### config.mk
export PLATFORM = sky130hd
export DESIGN_NAME = ring_bridge_injector_flat
export DESIGN_NICKNAME = d
export VERILOG_FILES = /design/src/rtl/ring_bridge_injector_if.sv /design/src/rtl/ring_bridge_injector.sv /design/src/flat_wrapper.sv
export SDC_FILE = /design/constraint.sdc
export NUM_CORES = 1
export LEC_CHECK = 0
export ABC_CLOCK_PERIOD_IN_PS = 2100
export CAP_MARGIN = 30
export CELL_PAD_IN_SITES_DETAIL_PLACEMENT = 0
export CELL_PAD_IN_SITES_GLOBAL_PLACEMENT = 1
export CORE_MARGIN = 2
export CORE_UTILIZATION = 31
export CTS_CLUSTER_DIAMETER = 40
export DETAILED_ROUTE_END_ITERATION = 7
export PLACE_DENSITY = 0.84
export SLEW_MARGIN = 20
export SYNTH_ARGS = -nofsm -noshare
export SYNTH_HDL_FRONTEND = slang
export SYNTH_SLANG_ARGS = --single-unit
### constraint.sdc
create_clock -name clk -period 2.1 [get_ports clk]
set_input_delay 0.42 -clock clk [delete_from_list [all_inputs] [get_ports clk]]
set_output_delay 0.42 -clock clk [all_outputs]
set_load 0.05 [all_outputs]
### src/rtl/ring_bridge_injector_if.sv
// Bundles the ring ports and the peer transfer-FIFO handshake of ring_bridge_injector.
// The master modport is the environment side; the slave modport is the injector.
interface ring_bridge_injector_if #(
  parameter int CONTROL_W = 16
) ();
  logic [CONTROL_W-1:0] port_in;
  logic [CONTROL_W-1:0] port_out;
  logic [CONTROL_W-1:0] xfer_flit;
  logic [2:0]           xfer_size;
  logic                 xfer_pop;
  logic                 injected;
  logic                 starved;
  logic [15:0]          inj_count;

  modport master (
    output port_in, xfer_flit, xfer_size,
    input  port_out, xfer_pop, injected, starved, inj_count
  );

  modport slave (
    input  port_in, xfer_flit, xfer_size,
    output port_out, xfer_pop, injected, starved, inj_count
  );
endinterface

### src/rtl/ring_bridge_injector.sv
// Drains a peer ring's transfer FIFO into a one-entry staging register.
// The staged flit is injected into empty slots of a two-stage ring pipeline.
module ring_bridge_injector #(
  parameter int CONTROL_W    = 16,
  parameter int VALID_F      = 15,
  parameter int STARVE_LIMIT = 16,
  parameter int CNT_W        = 5
) (
  input  logic                  clk,
  input  logic                  rst,
  ring_bridge_injector_if.slave bus
);

  logic [CONTROL_W-1:0] ring_r0_q, ring_r0_d;
  logic [CONTROL_W-1:0] ring_r1_q, ring_r1_d;
  logic [CONTROL_W-1:0] stg_q, stg_d;
  logic                 stg_valid_q, stg_valid_d;
  logic [CNT_W-1:0]     starve_cnt_q, starve_cnt_d;
  logic [15:0]          inj_count_q, inj_count_d;
  logic                 inj;
  logic                 pop;

  // A valid ring flit always wins the slot; staging may refill in the same cycle it injects.
  always_comb begin
    inj          = stg_valid_q & ~ring_r0_q[VALID_F];
    pop          = ~rst & (bus.xfer_size != 3'd0) & (~stg_valid_q | inj);
    ring_r0_d    = bus.port_in;
    ring_r1_d    = inj ? stg_q : ring_r0_q;
    stg_d        = stg_q;
    stg_valid_d  = stg_valid_q;
    starve_cnt_d = starve_cnt_q;
    inj_count_d  = inj_count_q + {15'd0, inj};

    if (pop) begin
      stg_d       = bus.xfer_flit;
      stg_valid_d = 1'b1;
    end else if (inj) begin
      stg_valid_d = 1'b0;
    end

    if (!stg_valid_q || inj) begin
      starve_cnt_d = '0;
    end else if (starve_cnt_q != {CNT_W{1'b1}}) begin
      starve_cnt_d = starve_cnt_q + CNT_W'(1);
    end
  end

  always_ff @(posedge clk) begin
    if (rst) begin
      ring_r0_q    <= '0;
      ring_r1_q    <= '0;
      stg_q        <= '0;
      stg_valid_q  <= 1'b0;
      starve_cnt_q <= '0;
      inj_count_q  <= '0;
    end else begin
      ring_r0_q    <= ring_r0_d;
      ring_r1_q    <= ring_r1_d;
      stg_q        <= stg_d;
      stg_valid_q  <= stg_valid_d;
      starve_cnt_q <= starve_cnt_d;
      inj_count_q  <= inj_count_d;
    end
  end

  assign bus.port_out  = ring_r1_q;
  assign bus.xfer_pop  = pop;
  assign bus.injected  = inj;
  assign bus.starved   = (starve_cnt_q >= CNT_W'(STARVE_LIMIT));
  assign bus.inj_count = inj_count_q;

endmodule
### src/flat_wrapper.sv
// flat-port wrapper written by rule: the top's interface ports become plain ports
module ring_bridge_injector_flat 
#(
  parameter int CONTROL_W    = 16,
  parameter int VALID_F      = 15,
  parameter int STARVE_LIMIT = 16,
  parameter int CNT_W        = 5
)
  (clk, rst, bus_port_in, bus_xfer_flit, bus_xfer_size, bus_port_out, bus_xfer_pop, bus_injected, bus_starved, bus_inj_count);
  ring_bridge_injector_if #(.CONTROL_W(CONTROL_W)) bus_i ();
  input  logic clk;
  input  logic rst;
  input wire logic [$bits(bus_i.port_in)-1:0] bus_port_in;
  input wire logic [$bits(bus_i.xfer_flit)-1:0] bus_xfer_flit;
  input wire logic [$bits(bus_i.xfer_size)-1:0] bus_xfer_size;
  output wire logic [$bits(bus_i.port_out)-1:0] bus_port_out;
  output wire logic [$bits(bus_i.xfer_pop)-1:0] bus_xfer_pop;
  output wire logic [$bits(bus_i.injected)-1:0] bus_injected;
  output wire logic [$bits(bus_i.starved)-1:0] bus_starved;
  output wire logic [$bits(bus_i.inj_count)-1:0] bus_inj_count;
  assign bus_i.port_in = bus_port_in;
  assign bus_i.xfer_flit = bus_xfer_flit;
  assign bus_i.xfer_size = bus_xfer_size;
  assign bus_port_out = bus_i.port_out;
  assign bus_xfer_pop = bus_i.xfer_pop;
  assign bus_injected = bus_i.injected;
  assign bus_starved = bus_i.starved;
  assign bus_inj_count = bus_i.inj_count;
  ring_bridge_injector #(.CONTROL_W(CONTROL_W), .VALID_F(VALID_F), .STARVE_LIMIT(STARVE_LIMIT), .CNT_W(CNT_W)) u_core (.clk(clk), .rst(rst), .bus(bus_i));
endmodule
* Word-level counts from Yosys, hierarchy flattened
Cells that the tools add are included.
Word-level totals: bits in registers 70, input port bits 37, output and inout port bits 35
Cells by class: add/sub/neg operators 2, magnitude comparators 1, eq/ne operators 1, mux-type cells 3, bitwise logic cells 7, reduce and logical (&&, ||, !) cells 5
Operators with widths (count):
- 16-bit by 1-bit adder with 16-bit output | 1
- 16-bit two-way mux | 1
- 5-bit by 1-bit adder with 5-bit output (second input constant) | 1
- 5-bit >= comparator (second input constant) | 1
- 5-bit inequality test (second input constant) | 1
- 1-bit bitwise AND | 3
- 1-bit NOT | 3
- 3-bit nonzero test | 1
- 1-bit two-way mux | 2
- 2-bit nonzero test | 1
- 2-bit OR reduction | 1
- 1-bit zero test | 1
- 1-bit logical OR | 1
- 1-bit bitwise OR | 1

* Logic depth before layout (Yosys ltp)
depth in word-level cells 5, depth in mapped cells 10

* Worst setup path after synthesis
OpenSTA, ideal clock, no wires.
path type register to register, from register u_core.ring_r0_q[15], to register u_core.inj_count_q[12] (netlist: u_core.bus.inj_count[12]), library setup time 121 ps, data arrival time 2214 ps, required time 1979 ps, slack -235 ps, cell stages (with the launch flop) 11, buffers on the path 2, period minus slack after synthesis 2335 ps, cells stage by stage dfxtp_1 > nand2b_1 > clkbuf_1 > inv_1 > buf_2 > ha_1 > ha_1 > nand2_1 > nor2_1 > nand4_1 > mux2_2
On the way: cells in the longest elaborated chain, start to end 3
RTL lines:
- start: declaration | RTL line ring_bridge_injector.sv:14 | logic [CONTROL_W-1:0] ring_r0_q, ring_r0_d;
- start signal: assignment | RTL line ring_bridge_injector.sv:57 | ring_r0_q <= ring_r0_d;
- 1-bit NOT | RTL line ring_bridge_injector.sv:25 | inj = stg_valid_q & ~ring_r0_q[VALID_F];
- 1-bit bitwise AND | RTL line ring_bridge_injector.sv:25
- named net bus_injected | RTL line flat_wrapper.sv:18 | output wire logic [$bits(bus_i.injected)-1:0] bus_injected;
- 16-bit by 1-bit adder with 16-bit output | RTL line ring_bridge_injector.sv:32 | inj_count_d = inj_count_q + {15'd0, inj};
- end signal: assignment | RTL line ring_bridge_injector.sv:62 | inj_count_q <= inj_count_d;
- end: declaration | RTL line ring_bridge_injector.sv:19 | logic [15:0] inj_count_q, inj_count_d;
The timed path passes the listed nets, and every way through them passes these cells. A chain may end at the register's enable or synchronous reset.

* Worst setup path after layout
from register u_core.inj_count_q[6] (netlist: u_core.bus.inj_count[6]), to output bus_inj_count[6]
RTL lines:
- end: declaration | RTL line flat_wrapper.sv:20 | output wire logic [$bits(bus_i.inj_count)-1:0] bus_inj_count;
No word-level cell between the ends.

==> results.md <==
- Outcome: completed
- Cell Rows: 33
- LEAKAGE: 1.42 nW
- Max FO, Critical Path: 6
- Synth top area cells: dfxtp_1, nand2_1, nor2b_1, nand2b_1, a21oi_1
- Multi-input logic area: 1080 sq um
- Critical Path Sink Type: output port
- Die ar.: 8950 sq um
- Comb power frac: between 10% and 20%
- I/O pin total: 72
- PortBufs: 71
- Placed Area: 3400 sq um
- R2R Setup Slk: 0.26 ns
- Reg2Reg Launch Point: u_core.ring_r0_q[15]
- Longest Clk Path Bufs: 2
- Die Y: 94.6 um
- Reg2reg path depth: 7
- Num Clock Sinks: 70
- Final hold violation count: 0
- Layout cell share with drive strength beyond 1: 8.19%
- Max-cap viol count: 0
- Synthesized area per cell: between 9 and 10 sq um
- Via count: about 2.0k
- Drt first pass iters: 4
- FF-to-FF End: u_core.bus.inj_count[15]
- Synth Area in Compound Gates: 8.06%
- RSZ-0062 raised after global routing: no
- YS warnings: 0
- Reg area: 1400 sq um
- Starting density of the core: a little under a third
- Delay-heaviest family, CP: buffers and inverters
- Peak supply drop: 0.000363 V
- Simple-gate share of the synthesized area: 25.7%
- Wirelength per Cell: 11.8 um
- Final ANT Viol Nets: 0
- CTS root buffer: clkbuf_8
- Final worst path period share: 96.3%
- Final Setup Violations: 0
- Routed WL: 5430 um
- Req. time, crit path: between 1.5 and 2 ns
- Finished Cell Area: 3610 sq um
- Psw: 0.000722 W
- Worst Hold Launch: u_core.ring_r0_q[5]
- First-pass GRT wire length: 9170 um
- Max Slew Vio Count: 0
- Largest net degree at the start of global routing: 68
- 1st-iter DRT viols: 90
- Placer Congestion: about 0.72
- CTS resizes: 0
- Register share of total power: 49.9%
- Die width: about 95 um
- Placed Instances: 443
- Nets: 391
- Non-filler cells, final: 459
- Num CTS Buffers: 9
- Fmax: 494 MHz
- TNS Setup: 0 ns
- Most frequent cells in the layout: dfxtp_1, clkdlybuf4s50_1, nand2_1
- Ant. Diodes: 0
- Proportion of netlist area held by the largest area contributor: 55.1%
- Pwr per Cell Area: 793 nW/um^2
- Seq/Total Area, Yosys: a little under three fifths
- Hold WS: 0.441 ns
- Commonest non-fill, non-tap cell in the layout: dfxtp_1
- Htree depth: 3
- WHS Endpoint: u_core.bus.port_out[5]
- Hold Path Cell Cnt: 2
- Total global-route track usage: around an eighth
- WP data arrival: roughly 1.6 ns
- Setup ws final: 0.0775 ns
- Core area: 8090 sq um
- Slew HR: 58.5%
- Post-route minimum period: 2.02 ns
- Clock transition at path regs: ~0.080 ns
- Post-synthesis xor/xnor area fraction: under 10%
- Grt total ovfl: 0
- Clk_skew: 0.0124 ns
- DP Worst Slack: 0.0840 ns
- Clk pwr share: 37.7%
- Mapped Cells: 277
- Syn-to-layout area delta: 41.8%
- Initial antenna violation count: 0
- Mapped Area: 2540 sq um
- Number of synthesized register bits: 70
- Max incr delay on CP: 0.84 ns
- Distinct cell type count after synthesis: 32
- Crit path launch type: flop
- Syn Nets: 319
- Kind of critical path: flop to output port
- DP Wirelength: 3690 um
- Slowest CP cell: clkdlybuf4s50_1
- Worst Max-Slew Pin Slew: around 0.62 ns
- Post-CTS Setup Inserts: 0
- Hold Crit Class: flop to flop
- P_int: roughly 0.0021 W
- Mux share of post-synthesis cell area: 1.23%
- Combinational family with the most area after synthesis: simple AND/OR/NAND/NOR gates
- Critical path buffer and inverter count: 1
- Vias/cell: 4.36
- Biggest area consumer among synthesized cells: dfxtp_1
- Crit path cell chain: clkdlybuf4s50_1
- Drc violations: 0
- Net Sw Frac: roughly 25%
- Post-Synth Adder-Cell Area: 2.46%
- Clock Latency Late Sink: 0.34 ns
- CTS tree: built
- Fill cells: 834
- Vias in the first global route: 2047
- CTS hold repair buffers: 0
[layer usage]
metal	vias up	share of wire [%]	GRT usage, %
li1	1045	-	-
met1	902	48	16.5
met2	48	45	20.9
met3	4	5.6	3.83
met4	0	0.63	5.92
met5	-	0	0
[state kept, by name (all words and copies together), names as in the netlist]
signal and count:
u_core.bus.inj_count 16, u_core.bus.port_out 16, u_core.ring_r0_q 16, u_core.stg_q 16, u_core.starve_cnt_q 5, u_core.stg_valid_q 1
[logic make-up after synthesis]
family | after synthesis
AND/OR/NAND/NOR | 128
XOR/XNOR | 13
buffers and inverters | 18
multiplexers | 3
adder cells (fa/ha/maj) | 5
AO/OA/AOI/OAI | 40
flip-flops | 70
[power groups by stage]
stage / registers, W / clock network [W] / logic, W
after floorplan: 0.00153 / 0 / 0.000120
after global placement: 0.00146 / 0 / 0.000356
after detailed placement: 0.00146 / 0 / 0.000360
after global routing: 0.00144 / 0.00118 / 0.000386
after CTS: 0.00143 / 0.00112 / 0.000362
final: 0.00143 / 0.00108 / 0.000355
[Yosys cell counts]
cell type   n
mux2i_1     2
o21ai_0    19
buf_1       1
nand2b_1   17
o31ai_1     1
and3_4      1
a21oi_1    19
xor2_1      7
and4_1      1
xnor2_1     6
mux2_2      1
a211oi_1    1
dfxtp_1    70
nand3_1     6
or3_1       2
nor2_1     18
nor2b_1    20
clkbuf_1   11
nand3b_1    1
nand4_4     1
nand3_2     1
and3_1      3
buf_2       2
nand4_1     2
inv_1       3
nor3b_1     1
nand4b_1    1
ha_1        5
nand2_1    50
nor3_1      2
or4_1       1
buf_6       1
[worst max path at each step]
stage                                        start                        to  slack, ns  depth (start not counted)
after floorplan               u_core.ring_r0_q[15]  u_core.bus.inj_count[12]       0.02                         10
after global placement            bus_xfer_size[1]              bus_xfer_pop       0.08                          5
after detailed placement          bus_xfer_size[0]              bus_xfer_pop       0.08                          5
after CTS                 u_core.bus.inj_count[10]         bus_inj_count[10]       0.02                          1
after global routing      u_core.bus.inj_count[12]         bus_inj_count[12]      0.007                          1
final                      u_core.bus.inj_count[6]          bus_inj_count[6]       0.08                          1
[cell type report]
cell class / count / area share, %
Tap cell: 105 / 3.64
Sequential cell: 70 / 38.8
Clock buffer: 11 / 3.92
Clock inverter: 5 / 1.63
Timing Repair Buffer: 76 / 21.8
Inverter: 3 / 0.312
Multi-Input combinational cell: 189 / 29.9
[per-stage QoR]
stage,utilization [%],power (W)
detailed placement,42.0,0.00182
CTS,44.5,0.00291
global placement,42.0,0.00181
global route,44.6,0.00300
finish,44.6,0.00286
floorplan,-,0.00165
(Power assumes the default switching activity.)
